<file path="src/rtl/forward_hazard_ctrl.sv">
// rtl/forward_hazard_ctrl.sv - EX-stage operand forwarding selects and load-use hazard control
//
// Purpose: shadows the EX/MEM destination registers of the 5-stage pipeline,
// produces registered forwarding-mux selects for the instruction entering EX,
// and stalls PC/IF-ID with a bubble into EX on a load-use dependency.
//
// Ports:
//   clk_i, rst_i                  clock, synchronous active-low reset
//   id_valid_i, id_rs1_i/rs2_i,   ID-stage instruction fields
//   id_rd_i, id_regwrite_i,
//   id_memread_i
//   flush_i                       discard ID instruction (bubble into EX)
//   freeze_i                      hold all state this cycle
//   stall_o                       hold PC and IF/ID, bubble into EX
//   fwd_a_o, fwd_b_o              00 regfile, 01 MEM/WB, 10 EX/MEM
//   ex_valid_o                    EX holds a real instruction
//   stall_cnt_o                   saturating count of load-use stall cycles
module forward_hazard_ctrl #(
    parameter int REG_AW = 5,
    parameter int CNT_W  = 16
) (
    input  logic              clk_i,
    input  logic              rst_i,
    input  logic              id_valid_i,
    input  logic [REG_AW-1:0] id_rs1_i,
    input  logic [REG_AW-1:0] id_rs2_i,
    input  logic [REG_AW-1:0] id_rd_i,
    input  logic              id_regwrite_i,
    input  logic              id_memread_i,
    input  logic              flush_i,
    input  logic              freeze_i,
    output logic              stall_o,
    output logic [1:0]        fwd_a_o,
    output logic [1:0]        fwd_b_o,
    output logic              ex_valid_o,
    output logic [CNT_W-1:0]  stall_cnt_o
);

    typedef enum logic [1:0] {RUN, BUBBLE, FROZEN} state_e;

    state_e state_q, state_d;
    state_e resume_q, resume_d;   // state to return to when a freeze lifts
    state_e cur_state;

    // Source-register fields of the EX instruction are never consulted again
    // once its selects are registered, so only producer fields are shadowed.
    logic              ex_valid_q, ex_regwrite_q, ex_memread_q;
    logic [REG_AW-1:0] ex_rd_q;
    logic              mem_valid_q, mem_regwrite_q;
    logic [REG_AW-1:0] mem_rd_q;

    logic [1:0]        fwd_a_q, fwd_a_d, fwd_b_q, fwd_b_d;
    logic [CNT_W-1:0]  stall_cnt_q, stall_cnt_d;

    logic load_use, stall, bubble_in;

    // x0 is hardwired, so a producer with rd = 0 never forwards.
    function automatic logic hit(input logic v, input logic rw,
                                 input logic [REG_AW-1:0] rd,
                                 input logic [REG_AW-1:0] src);
        return v && rw && (rd != '0) && (rd == src);
    endfunction

    function automatic logic [1:0] sel(input logic [REG_AW-1:0] src,
                                       input logic ex_v, input logic ex_rw,
                                       input logic [REG_AW-1:0] ex_rd,
                                       input logic mem_v, input logic mem_rw,
                                       input logic [REG_AW-1:0] mem_rd);
        // The current EX producer will be in EX/MEM when src reaches EX and
        // is the most recent writer, so it beats the MEM producer.
        if (hit(ex_v, ex_rw, ex_rd, src))
            return 2'b10;
        else if (hit(mem_v, mem_rw, mem_rd, src))
            return 2'b01;
        else
            return 2'b00;
    endfunction

    always_comb begin
        load_use  = id_valid_i && ex_memread_q &&
                    (hit(ex_valid_q, ex_regwrite_q, ex_rd_q, id_rs1_i) ||
                     hit(ex_valid_q, ex_regwrite_q, ex_rd_q, id_rs2_i));
        stall     = load_use && !freeze_i && !flush_i;
        bubble_in = stall || flush_i || !id_valid_i;

        fwd_a_d = 2'b00;
        fwd_b_d = 2'b00;
        if (!bubble_in) begin
            fwd_a_d = sel(id_rs1_i, ex_valid_q, ex_regwrite_q, ex_rd_q,
                          mem_valid_q, mem_regwrite_q, mem_rd_q);
            fwd_b_d = sel(id_rs2_i, ex_valid_q, ex_regwrite_q, ex_rd_q,
                          mem_valid_q, mem_regwrite_q, mem_rd_q);
        end

        stall_cnt_d = stall_cnt_q;
        if (stall && (stall_cnt_q != {CNT_W{1'b1}}))
            stall_cnt_d = stall_cnt_q + 1'b1;
    end

    always_comb begin
        state_d   = state_q;
        resume_d  = resume_q;
        cur_state = (state_q == FROZEN) ? resume_q : state_q;
        if (freeze_i) begin
            if (state_q != FROZEN)
                resume_d = state_q;
            state_d = FROZEN;
        end else begin
            case (cur_state)
                RUN:     state_d = stall ? BUBBLE : RUN;
                BUBBLE:  state_d = RUN;
                default: state_d = RUN;
            endcase
        end
    end

    always_ff @(posedge clk_i) begin
        if (!rst_i) begin
            state_q        <= RUN;
            resume_q       <= RUN;
            ex_valid_q     <= 1'b0;
            ex_regwrite_q  <= 1'b0;
            ex_memread_q   <= 1'b0;
            ex_rd_q        <= '0;
            mem_valid_q    <= 1'b0;
            mem_regwrite_q <= 1'b0;
            mem_rd_q       <= '0;
            fwd_a_q        <= 2'b00;
            fwd_b_q        <= 2'b00;
            stall_cnt_q    <= '0;
        end else begin
            state_q  <= state_d;
            resume_q <= resume_d;
            if (!freeze_i) begin
                mem_valid_q    <= ex_valid_q;
                mem_regwrite_q <= ex_regwrite_q;
                mem_rd_q       <= ex_rd_q;
                ex_valid_q     <= !bubble_in;
                ex_regwrite_q  <= !bubble_in && id_regwrite_i;
                ex_memread_q   <= !bubble_in && id_memread_i;
                ex_rd_q        <= bubble_in ? '0 : id_rd_i;
                fwd_a_q        <= fwd_a_d;
                fwd_b_q        <= fwd_b_d;
                stall_cnt_q    <= stall_cnt_d;
            end
        end
    end

    assign stall_o     = stall;
    assign fwd_a_o     = fwd_a_q;
    assign fwd_b_o     = fwd_b_q;
    assign ex_valid_o  = ex_valid_q;
    assign stall_cnt_o = stall_cnt_q;

endmodule

</file>
<file path="config.mk">
export PLATFORM = sky130hd
export DESIGN_NAME = forward_hazard_ctrl
export DESIGN_NICKNAME = d
export VERILOG_FILES = /design/src/rtl/forward_hazard_ctrl.sv
export SDC_FILE = /design/constraint.sdc
export NUM_CORES = 1
export LEC_CHECK = 0
export ABC_AREA = 1
export BUFFER_PORTS_ARGS = -buffer_cell sky130_fd_sc_hd__buf_2
export CAP_MARGIN = 15
export CORE_MARGIN = 2
export CORE_UTILIZATION = 34
export CTS_CLUSTER_DIAMETER = 60
export DETAILED_ROUTE_END_ITERATION = 8
export PLACE_DENSITY = 0.62
export REMOVE_ABC_BUFFERS = 1
export SLEW_MARGIN = 20
export SYNTH_ARGS = -nofsm -noshare
export SYNTH_HDL_FRONTEND = slang
export SYNTH_SLANG_ARGS = --single-unit
</file>
<file path="constraint.sdc">
create_clock -name clk_i -period 3.8 [get_ports clk_i]
set_input_delay 0.57 -clock clk_i [delete_from_list [all_inputs] [get_ports clk_i]]
set_output_delay 0.57 -clock clk_i [all_outputs]
set_load 0.01 [all_outputs]
</file>
# ---- After elaboration in Yosys (flattened, before gate mapping)
# Cells that the tools add are included.
dict set report totals {
  register_bits 35
  inputBits 22
  output_inout_bits 22
  word_cells 49
}
dict set report classes {
  add_sub_neg 1
  n_eq_ne 5
  muxes 7
  n_bitwise 1
  n_reduce_logical 25
}
# cell count
set op_table {}
lappend op_table {{5-bit equality test} 4}
lappend op_table {{16-bit by 1-bit adder with 16-bit output (second input constant)} 1}
lappend op_table {{16-bit != test (second input constant)} 1}
lappend op_table {{1-bit logical AND} 15}
lappend op_table {{5-bit nonzero test} 2}
lappend op_table {{2-bit two-way mux} 4}
lappend op_table {{5-bit two-way mux} 1}
lappend op_table {{1-bit zero test} 4}
lappend op_table {{1-bit logical OR} 3}
lappend op_table {{1-bit two-way mux} 2}
lappend op_table {{2-bit AND reduction} 1}
lappend op_table {{1-bit inverter} 1}

# ---- Longest topological paths before layout
# Gate-level depths: netlist of run 1.
dict set report depth {
  ltp_word 11
  depth_mapped 13
  mapped_depth_nobuf 12
}

# ---- Worst setup path after synthesis of run 1
# OpenSTA, ideal clock, no wires.
dict set report synth_timing {
  kind {input-to-output}
  startpoint {input id_rs1_i[0]}
  endpoint {output stall_o}
  t_arrival_ns 1.219
  required_ns 3.230
  path_slack_ns 2.011
  path_stages 7
  n_path_buf 0
  path_cell_list {xnor2_1 nand2_1 nor2_1 nand3_1 nand2_2 nand3_4 inv_1}
}
dict set report synth_between {
  elab_chain_len 6
}
# element line_no
set synth_rtl {}
lappend synth_rtl {{from (decl)} 25} ;# input logic [REG_AW-1:0] id_rs1_i,
lappend synth_rtl {{5-bit equality test} 61} ;# return v && rw && (rd != '0) && (rd == src);
lappend synth_rtl {{1-bit logical AND} 61}
lappend synth_rtl {{1-bit logical OR} 81} ;# (hit(ex_valid_q, ex_regwrite_q, ex_rd_q, id_rs1_i) ||
lappend synth_rtl {{1-bit logical AND} 80} ;# load_use = id_valid_i && ex_memread_q &&
lappend synth_rtl {{1-bit logical AND (2 in a row)} 83} ;# stall = load_use && !freeze_i && !flush_i;
lappend synth_rtl {{to (decl)} 32} ;# output logic stall_o,
# Every way passes these cells.

# ---- Worst setup path in the final report of run 1
dict set report layout_timing {
  startpoint {input freeze_i}
  endpoint {output stall_o}
}
dict set report layout_between {
  elab_chain_len 3
}
# element line_no
set layout_rtl {}
lappend layout_rtl {{from (decl)} 31} ;# input logic freeze_i,
lappend layout_rtl {{1-bit zero test} -}
lappend layout_rtl {{1-bit logical AND (2 in a row)} 83}
# Every way passes these cells.

==> results.md, run 1 <==
* Complex-gate fraction of the synthesized area at 0.118
* Maximum fanout encountered on the critical timing path at 24
* Result of the run: finished clean
* Buffers and inverters on the worst path at 4
* Initial Utilization at 0.349
* Clock power share at 0.381
* CTS tree: built
* Worst Hold End: fwd_a_o[1]$_SDFFE_PN0N_
* Floorplan die area at 0.00620 sq mm
* Area of the mapped netlist at 0.00190 sq mm
* Cts bufs inserted at 5
* Combinational family with the most area after synthesis: simple AND/OR/NAND/NOR gates
* Number of primary I/O pins at 44
* Final net count at 329
* Start of the worst register-to-register path: stall_cnt_o[0]$_SDFFE_PN0P_
* # DRC at 0
* Post-route standard cell area excluding fillers at ~0.0022 sq mm
* Average wire per cell in the routed design at around 11 um
* Filler Cell Count at 590
* Util after Layout at 0.410
* Power share of the sequential group at 0.534
* Worst slew margin relative to its limit at 0.529
* Power per cell area at approximately 320 mW/mm^2
* Critical Path RT at around 3.2 ns
* Worst path depth at 7
* Routed Antenna Nets at 0
* Peak VDD IR at about 0.19 mV
* Initial drt markers at 59
* Post-CTS Setup Repair Bufs at 0
* Setup violations, final at 0
* Vertical die dimension at around 80 um
* Vias per std cell at around 4.6
* GR Util All Layers at 0.144
* Worst r2r path cells at 11
* Minimum hold slack at ~0.46 ns
* Post-synth cell types at 26
* Arrival @ worst endpoint at around 1.6 ns
* Maximum frequency from static timing analysis at between 400 and 500 MHz
* Final Wtd Congestion at slightly above 0.8
* Number of maximum-capacitance constraint violations at 0
* Final non-filler cell total at roughly 380
* Diodes inserted at 0
* Proportion of power drawn by combinational gates at 0.084
* Largest net degree at the start of global routing at 29
* Crit-path max cell delay at 0.24 ns
* Standard cell core area at between 0.005 and 0.006 sq mm
* Category of cells accounting for the largest share of critical-path delay: buffers and inverters
* Number of cells on the worst hold path at 2
* Fraction of synthesized cell area in xor and xnor cells at 0.0877
* Number of warnings reported in the yosys synthesis log at 0
* Reg2Reg Capture Point: stall_cnt_o[9]$_SDFFE_PN0P_
* Via count at around 1800
* Post-DP HPWL at 3100 um
* Mapped Avg Cell Area at roughly 7.2 sq um
* Syn-to-layout area delta at 17.6%
* Detailed-routing iteration count for the pre-antenna-repair pass at 4
* Count of pins over their slew limit at 0
* Placement Rows at 27
* Fraction of synthesized area in multiplexers at 0
* Number of global-route vias before repair at roughly 1500
* Total power after layout at approximately 0.71 mW
* Fraction of layout cells with a size suffix above 1 at 0.219
* Final critical-path share of the clock period at 0.572
* X dimension of the die at 78.7 um
* Post-cts resize count at 0
* Launching element type of the critical path: input pin
* Commonest non-fill, non-tap cell in the layout: nand2_1
* Seq cells post-synth at 35
* Final global-route overflow total at 0
* Post-synthesis cell count at around 270
* Post-route minimum period at between 2 and 2.5 ns
* Clock latency on the worst-skew pair at between 0.2 and 0.3 ns
* RSZ-0062 raised after global routing: no
* Post-Route Skew at 0.00768 ns
* Share of synthesized area occupied by flip-flops and latches at 0.369
* Critical path, cell by cell: buf_2 > inv_1 > nand2_1 > nor2_1 > nand3_4 > inv_1 > buf_2
* Port buffer count at 43
* Cell chosen for the clock root: clkbuf_8
* Endpoints failing hold at 0
* Reg2reg setup slack at 1.84 ns
* Setup slack after placement at about 1.6 ns
* Total cell area at the placement stage at 0.00214 sq mm
* Hold-fix buffers at CTS at 0
* Transition time at the pin with the least slew margin at ~0.7 ns
* H-Tree Level Count at 2
* Internal power of the cells at between 0.5 and 0.6 mW
* Commonest cells after routing, fill and taps aside: nand2_1, buf_2, nor2_1, dfxtp_1, nand3_1
* Crit Path Class: input pin to output port
* Minimum setup slack in the final design at approximately 1.6 ns
* Wire length of the first global-routing pass at a little over 7000 um
* Synth Area in Adders at 0.00659
* Clock Tree Buf Depth at 2
* Hold Path Origin: fwd_a_o[1]$_SDFFE_PN0N_
* Number of antenna violations at the first check in global routing at 0
* Path class of the lowest-slack min-delay path: register to register
* Cell count after placement at roughly 370
* CP Capture Type: output port
* Clock-pin transition on the worst setup and hold timing paths at approximately 0.070 ns
* Simple-gate share of the synthesized area at 0.332
* Net switching component of the power at roughly 0.17 mW
* Slowest-stage cell, CP: nor2_1
* Total length of routed wires at approximately 4200 um
* Accumulated negative setup slack at 0 ns
* Sink Count at 35
* Switching share of power at 0.239
* Leakage power at 1.04 nW
## cells by family after synthesis
family,Yosys count
simple gates,136
compound gates,38
buf+inv,36
flops,35
xor+xnor,19
fa+ha+maj,1
## layout make-up
cell class | instances | area [sq um] | share of cell area
Sequential cell | 35 | 701 | 0.314
Inverter | 27 | 101 | 0.0454
Tap cell | 72 | 90.1 | 0.0404
Clock buffer | 6 | 82.6 | 0.0370
Clock inverter | 1 | 5.00 | 0.00224
Multi-Input combinational cell | 194 | 1040 | 0.465
Timing Repair Buffer | 43 | 215 | 0.0964
## layer usage
layer | track usage | up-vias | routed length [um]
met1 | 0.189 | 782 | 2050
met3 | 0.0318 | 5 | 97
met2 | 0.228 | 26 | 1960
met4 | 0.0596 | 0 | 72
li1 | - | 941 | -
met5 | 0 | - | 0
## cells in the mapped netlist, drive strengths merged
master	number	area, sq um
a21oi	29	179
nand3	35	188
clkbuf	5	18.8
xor2	12	105
inv	25	93.8
dfxtp	35	701
xnor2	7	61.3
nand4	6	37.5
o21ai	9	45.0
buf	4	45.0
nand3b	1	7.51
clkinv	2	7.51
nand2	47	179
nor2	41	183
ha	1	12.5
nor3	6	35.0
## registers in the layout (all words and copies together) (netlist names)
| signal | count |
|---|---|
| fwd_b_o | 2 |
| mem_rd_q | 5 |
| mem_regwrite_q | 1 |
| ex_memread_q | 1 |
| ex_valid_o | 1 |
| ex_regwrite_q | 1 |
| stall_cnt_o | 16 |
| mem_valid_q | 1 |
| ex_rd_q | 5 |
| fwd_a_o | 2 |
## power groups by stage
stage,registers [mW],logic [mW],clock network (mW)
5_1_grt,0.381,0.0687,0.301
6_report,0.380,0.0601,0.271
3_3_place_gp,0.388,0.0595,0
4_1_cts,0.380,0.0605,0.284
2_1_floorplan,0.387,0.0337,0
3_5_place_dp,0.389,0.0604,0
## worst register-to-register path, stage by stage (launching register included)
cell and delay (ns):
dfxtp_1 0.36, ha_1 0.25, nand2_1 0.08, nor2_1 0.04, nand2_1 0.10, nor2_4 0.07
nand4_1 0.12, clkinv_1 0.17, nor2_8 0.40, nand3_1 0.13, nand2_1 0.09, nor2_1 0.05
## worst max path at each step
stage | endpoint | start
floorplan | stall_o | id_rs1_i[0]
global placement | fwd_a_o[0]$_SDFFE_PN0N_ | freeze_i
detailed placement | stall_o | freeze_i
CTS | stall_o | freeze_i
global route | stall_o | ex_rd_q[1]$_SDFFE_PN0N_
finish | stall_o | freeze_i
Power figures use the tool's default switching activity.
==> run 2: changes to the inputs <==
--- a/config.mk
+++ b/config.mk
@@ -5,7 +5,7 @@
 export SDC_FILE = /design/constraint.sdc
 export NUM_CORES = 1
 export LEC_CHECK = 0
-export ABC_AREA = 1
+export ABC_AREA = 0
 export BUFFER_PORTS_ARGS = -buffer_cell sky130_fd_sc_hd__buf_2
 export CAP_MARGIN = 15
 export CORE_MARGIN = 2
==> constraint.sdc (replaced) <==
create_clock -name clk_i -period 2.2 [get_ports clk_i]
set_input_delay 0.33 -clock clk_i [delete_from_list [all_inputs] [get_ports clk_i]]
set_output_delay 0.33 -clock clk_i [all_outputs]
set_load 0.01 [all_outputs]
==> run 2 against run 1 <==
Against the previous run:
- global-route usage grew 1.2 points
- synthesized cell count shrank 25%
- worst setup slack lost 1.6 ns
- critical path type is now register to output port
- largest cell class unchanged
- highest routed layer unchanged
==> results.md, run 2 <==
* Result of the run: finished clean
* Top area cells in the synthesized netlist: dfxtp_1, mux2i_1, xor2_1, xnor2_1, nand2_1
* Count of pins over their slew limit at 0 (unchanged)
* Placement Rows at 26 (-3.7%)
* Detailed-routing iteration count for the pre-antenna-repair pass at 4 (unchanged)
* Number of warnings reported in the yosys synthesis log at 0 (unchanged)
* Share of synthesized area occupied by flip-flops and latches at 0.383 (+0.0134)
* H-Tree Level Count at 2 (unchanged)
* Worst slew margin relative to its limit at 0.754 (+0.226)
* Busiest grt layer: met2
* Met3 GRT Util at 0.0349 (+0.00307)
* Post-DP HPWL at 3270 um (+5.5%)
* Final net count at 270 (-18%)
* Final critical-path share of the clock period at 0.969
* Reg2Reg Capture Point: stall_cnt_o[10]$_SDFFE_PN0P_
* Number of synthesized flops with an enable pin at 0 (unchanged)
* Initial Utilization at 0.356 (+0.00740)
* Launching element type of the critical path: register
* Final Wtd Congestion at 0.765 (-7.5%)
* Transition time at the pin with the least slew margin at 0.369 ns (-0.335 ns)
* Clock-pin transition on the worst setup and hold timing paths at 0.07 ns (about the same)
* Power per cell area at 628 mW/mm^2 (+97%)
* Floorplan die area at 0.00599 sq mm (-3.3%)
* Peak VDD IR at 0.255 mV (+37%)
* Number of cells on the worst hold path at 2 (unchanged)
* Standard cell core area at 0.00514 sq mm (-5.5%)
* X dimension of the die at 77.4 um (-1.7%)
* CTS tree: built
* Leakage power at 1.03 nW (-0.66%)
* Cell type with the largest total area after synthesis: dfxtp_1
* Maximum frequency from static timing analysis at 469 MHz
* Arrival @ worst endpoint at 1.80 ns (+0.20 ns)
* Clock Tree Buf Depth at 2 (unchanged)
* CP Capture Type: output port
* Cell count after placement at 308 (-17%)
* Most common cell in the netlist: dfxtp_1
* Fraction of layout cells with a size suffix above 1 at 0.278 (+0.0593)
* Cell chosen for the clock root: clkbuf_8
* GR Util All Layers at 0.155 (+0.0115)
* Number of global-route vias before repair at 1566 (+1.8%)
* Post-Route Skew at 0.00667 ns (-0.00101 ns)
* Syn-to-layout area delta at 24.5%
* # DRC at 0 (unchanged)
* Async SR Flop Fraction at 0 (unchanged)
* Vertical die dimension at 77.4 um (-1.7%)
* Number of maximum-capacitance constraint violations at 0 (unchanged)
* Sink Count at 35 (unchanged)
* Global Route met1 Usage at 0.214 (+0.0250)
* Total length of routed wires at 4260 um (+1.9%)
* Largest register FFs at 16 (unchanged)
* Setup violations, final at 0 (unchanged)
* Minimum hold slack at 0.263 ns (-0.198 ns)
* Routed Antenna Nets at 0 (unchanged)
* Vias per std cell at 4.82 (+4.0%)
* Commonest register cell after synthesis: dfxtp_1
* Path class of the lowest-slack min-delay path: input pin to register
* M2 GR Usage at 0.233 (+0.00484)
* Post-synth cell types at 42 (+62%)
* Reg2reg setup slack at 0.16 ns (-1.68 ns)
* Largest net degree at the start of global routing at 21 (-28%)
* Via count at 1534 (-13%)
* Diodes inserted at 0 (unchanged)
* Cts bufs inserted at 5 (unchanged)
* Commonest non-fill, non-tap cell in the layout: buf_2
* Top-area cell type share of the netlist area at 0.383 (+0.0134)
* Number of primary I/O pins at 44 (unchanged)
* Mapped Avg Cell Area at 9.16 sq um (+28%)
* Minimum setup slack in the final design at 0.0677 ns (-1.56 ns)
* Crit Path Class: register to output port
* Number of antenna violations at the first check in global routing at 0 (unchanged)
* Area of the mapped netlist at 0.00183 sq mm (-3.5%)
* Critical Path RT at 1.87 ns (-1.36 ns)
* Average wire per cell in the routed design at 13.4 um (+21%)
* Wire length of the first global-routing pass at 7470 um (+5.8%)
* Maximum fanout encountered on the critical timing path at 5 (-79%)
* Worst r2r path cells at 8 (-3)
* Clock latency on the worst-skew pair at 0.28 ns (about the same)
* Start of the worst register-to-register path: ex_rd_q[0]$_SDFFE_PN0N_
* Final non-filler cell total at 318 (-16%)
* Post-route minimum period at around 2.1 ns
* Commonest cells after routing, fill and taps aside: buf_2, dfxtp_1, nand2_1, mux2i_1, xor2_1
* Post-synthesis cell count at 200 (-25%)
* Initial drt markers at 53 (-10%)
* Endpoints failing hold at 0 (unchanged)
* Util after Layout at 0.444 (+0.0334)
* Hold-fix buffers at CTS at 0 (unchanged)
* Worst Hold End: ex_rd_q[1]$_SDFFE_PN0N_
* Port buffer count at 43 (unchanged)
* Seq cells post-synth at 35 (unchanged)
* Final global-route overflow total at 0 (unchanged)
* Most instantiated cells after synthesis: dfxtp_1, nand2_1, mux2i_1, xor2_1
* Setup slack after placement at 0.177 ns (-1.44 ns)
* Hold Path Origin: id_rd_i[1]
-- run 2: per-stage QoR --
step / power, mW / setup TNS, ns / area, sq um
after floorplan: 0.708 / 0 / 1790
after global placement: 0.759 / 0 / 2120
after detailed placement: 0.760 / 0 / 2120
after CTS: 1.45 / 0 / 2260
after global routing: 1.48 / -0.00178 / 2280
final: 1.43 / 0 / 2280
-- run 2: worst max-delay path by stage --
stage	from	endpoint	slack, ns	cells after the start
floorplan	stall_cnt_o[0]$_SDFFE_PN0P_	stall_cnt_o[9]$_SDFFE_PN0P_	0.12	7
global placement	ex_rd_q[0]$_SDFFE_PN0N_	ex_rd_q[2]$_SDFFE_PN0N_	0.19	6
detailed placement	ex_rd_q[0]$_SDFFE_PN0N_	ex_rd_q[0]$_SDFFE_PN0N_	0.18	6
CTS	ex_rd_q[0]$_SDFFE_PN0N_	stall_o	0.005	6
global route	ex_rd_q[0]$_SDFFE_PN0N_	stall_o	-0.002	6
finish	ex_rd_q[0]$_SDFFE_PN0N_	stall_o	0.07	6
-- run 2: per-layer routing --
metal	part of all wire	vias to the layer above	wire length, um
li1	-	804	-
met4	0.014	0	59
met5	0	-	0
met3	0.039	5	168
met2	0.43	33	1840
met1	0.51	692	2190
-- run 2: final cells by class --
type / instances / area, sq um
Tap cell: 70 / 87.6
Sequential cell: 35 / 708
Clock inverter: 3 / 67.6
Multi-Input combinational cell: 154 / 1080
Inverter: 2 / 7.51
Fill cell: 535 / 2860
Clock buffer: 5 / 68.8
Timing Repair Buffer: 49 / 260
-- run 2: what timing repair did --
action | 4_1_cts | 5_1_grt
gates resized for setup | 1 | 5
cloned | 0 | 0
hold endpoints to repair | 0 | 0
endpoints found under the setup margin | 1 | 1
setup buffers | 0 | 2
pin swaps | 0 | 1
-- run 2: cells by family (layout without fill, tap and decap cells) --
kind of cell    Yosys count  after routing  share of synthesized area
xor+xnor                 23             23                      0.110
buf+inv                  11             59                     0.0294
flops                    35             35                      0.383
compound gates           31             31                      0.128
mux                      16             16                     0.0874
simple gates             83             83                      0.256
fa+ha+maj                 1              1                    0.00683
-- run 2: worst max-delay path, cell delays in order, from the launching register on --
cell     delay [ns]
dfxtp_4        0.36
or4_4          0.54
o211a_1        0.26
nand2_1        0.08
a21o_4         0.10
nor2_1         0.05
buf_2          0.13
-- run 2: power breakdown --
part           switching, mW  internal [mW]
registers            0.00789          0.638
clock network          0.236          0.452
logic                 0.0506         0.0480
total                  0.294           1.14
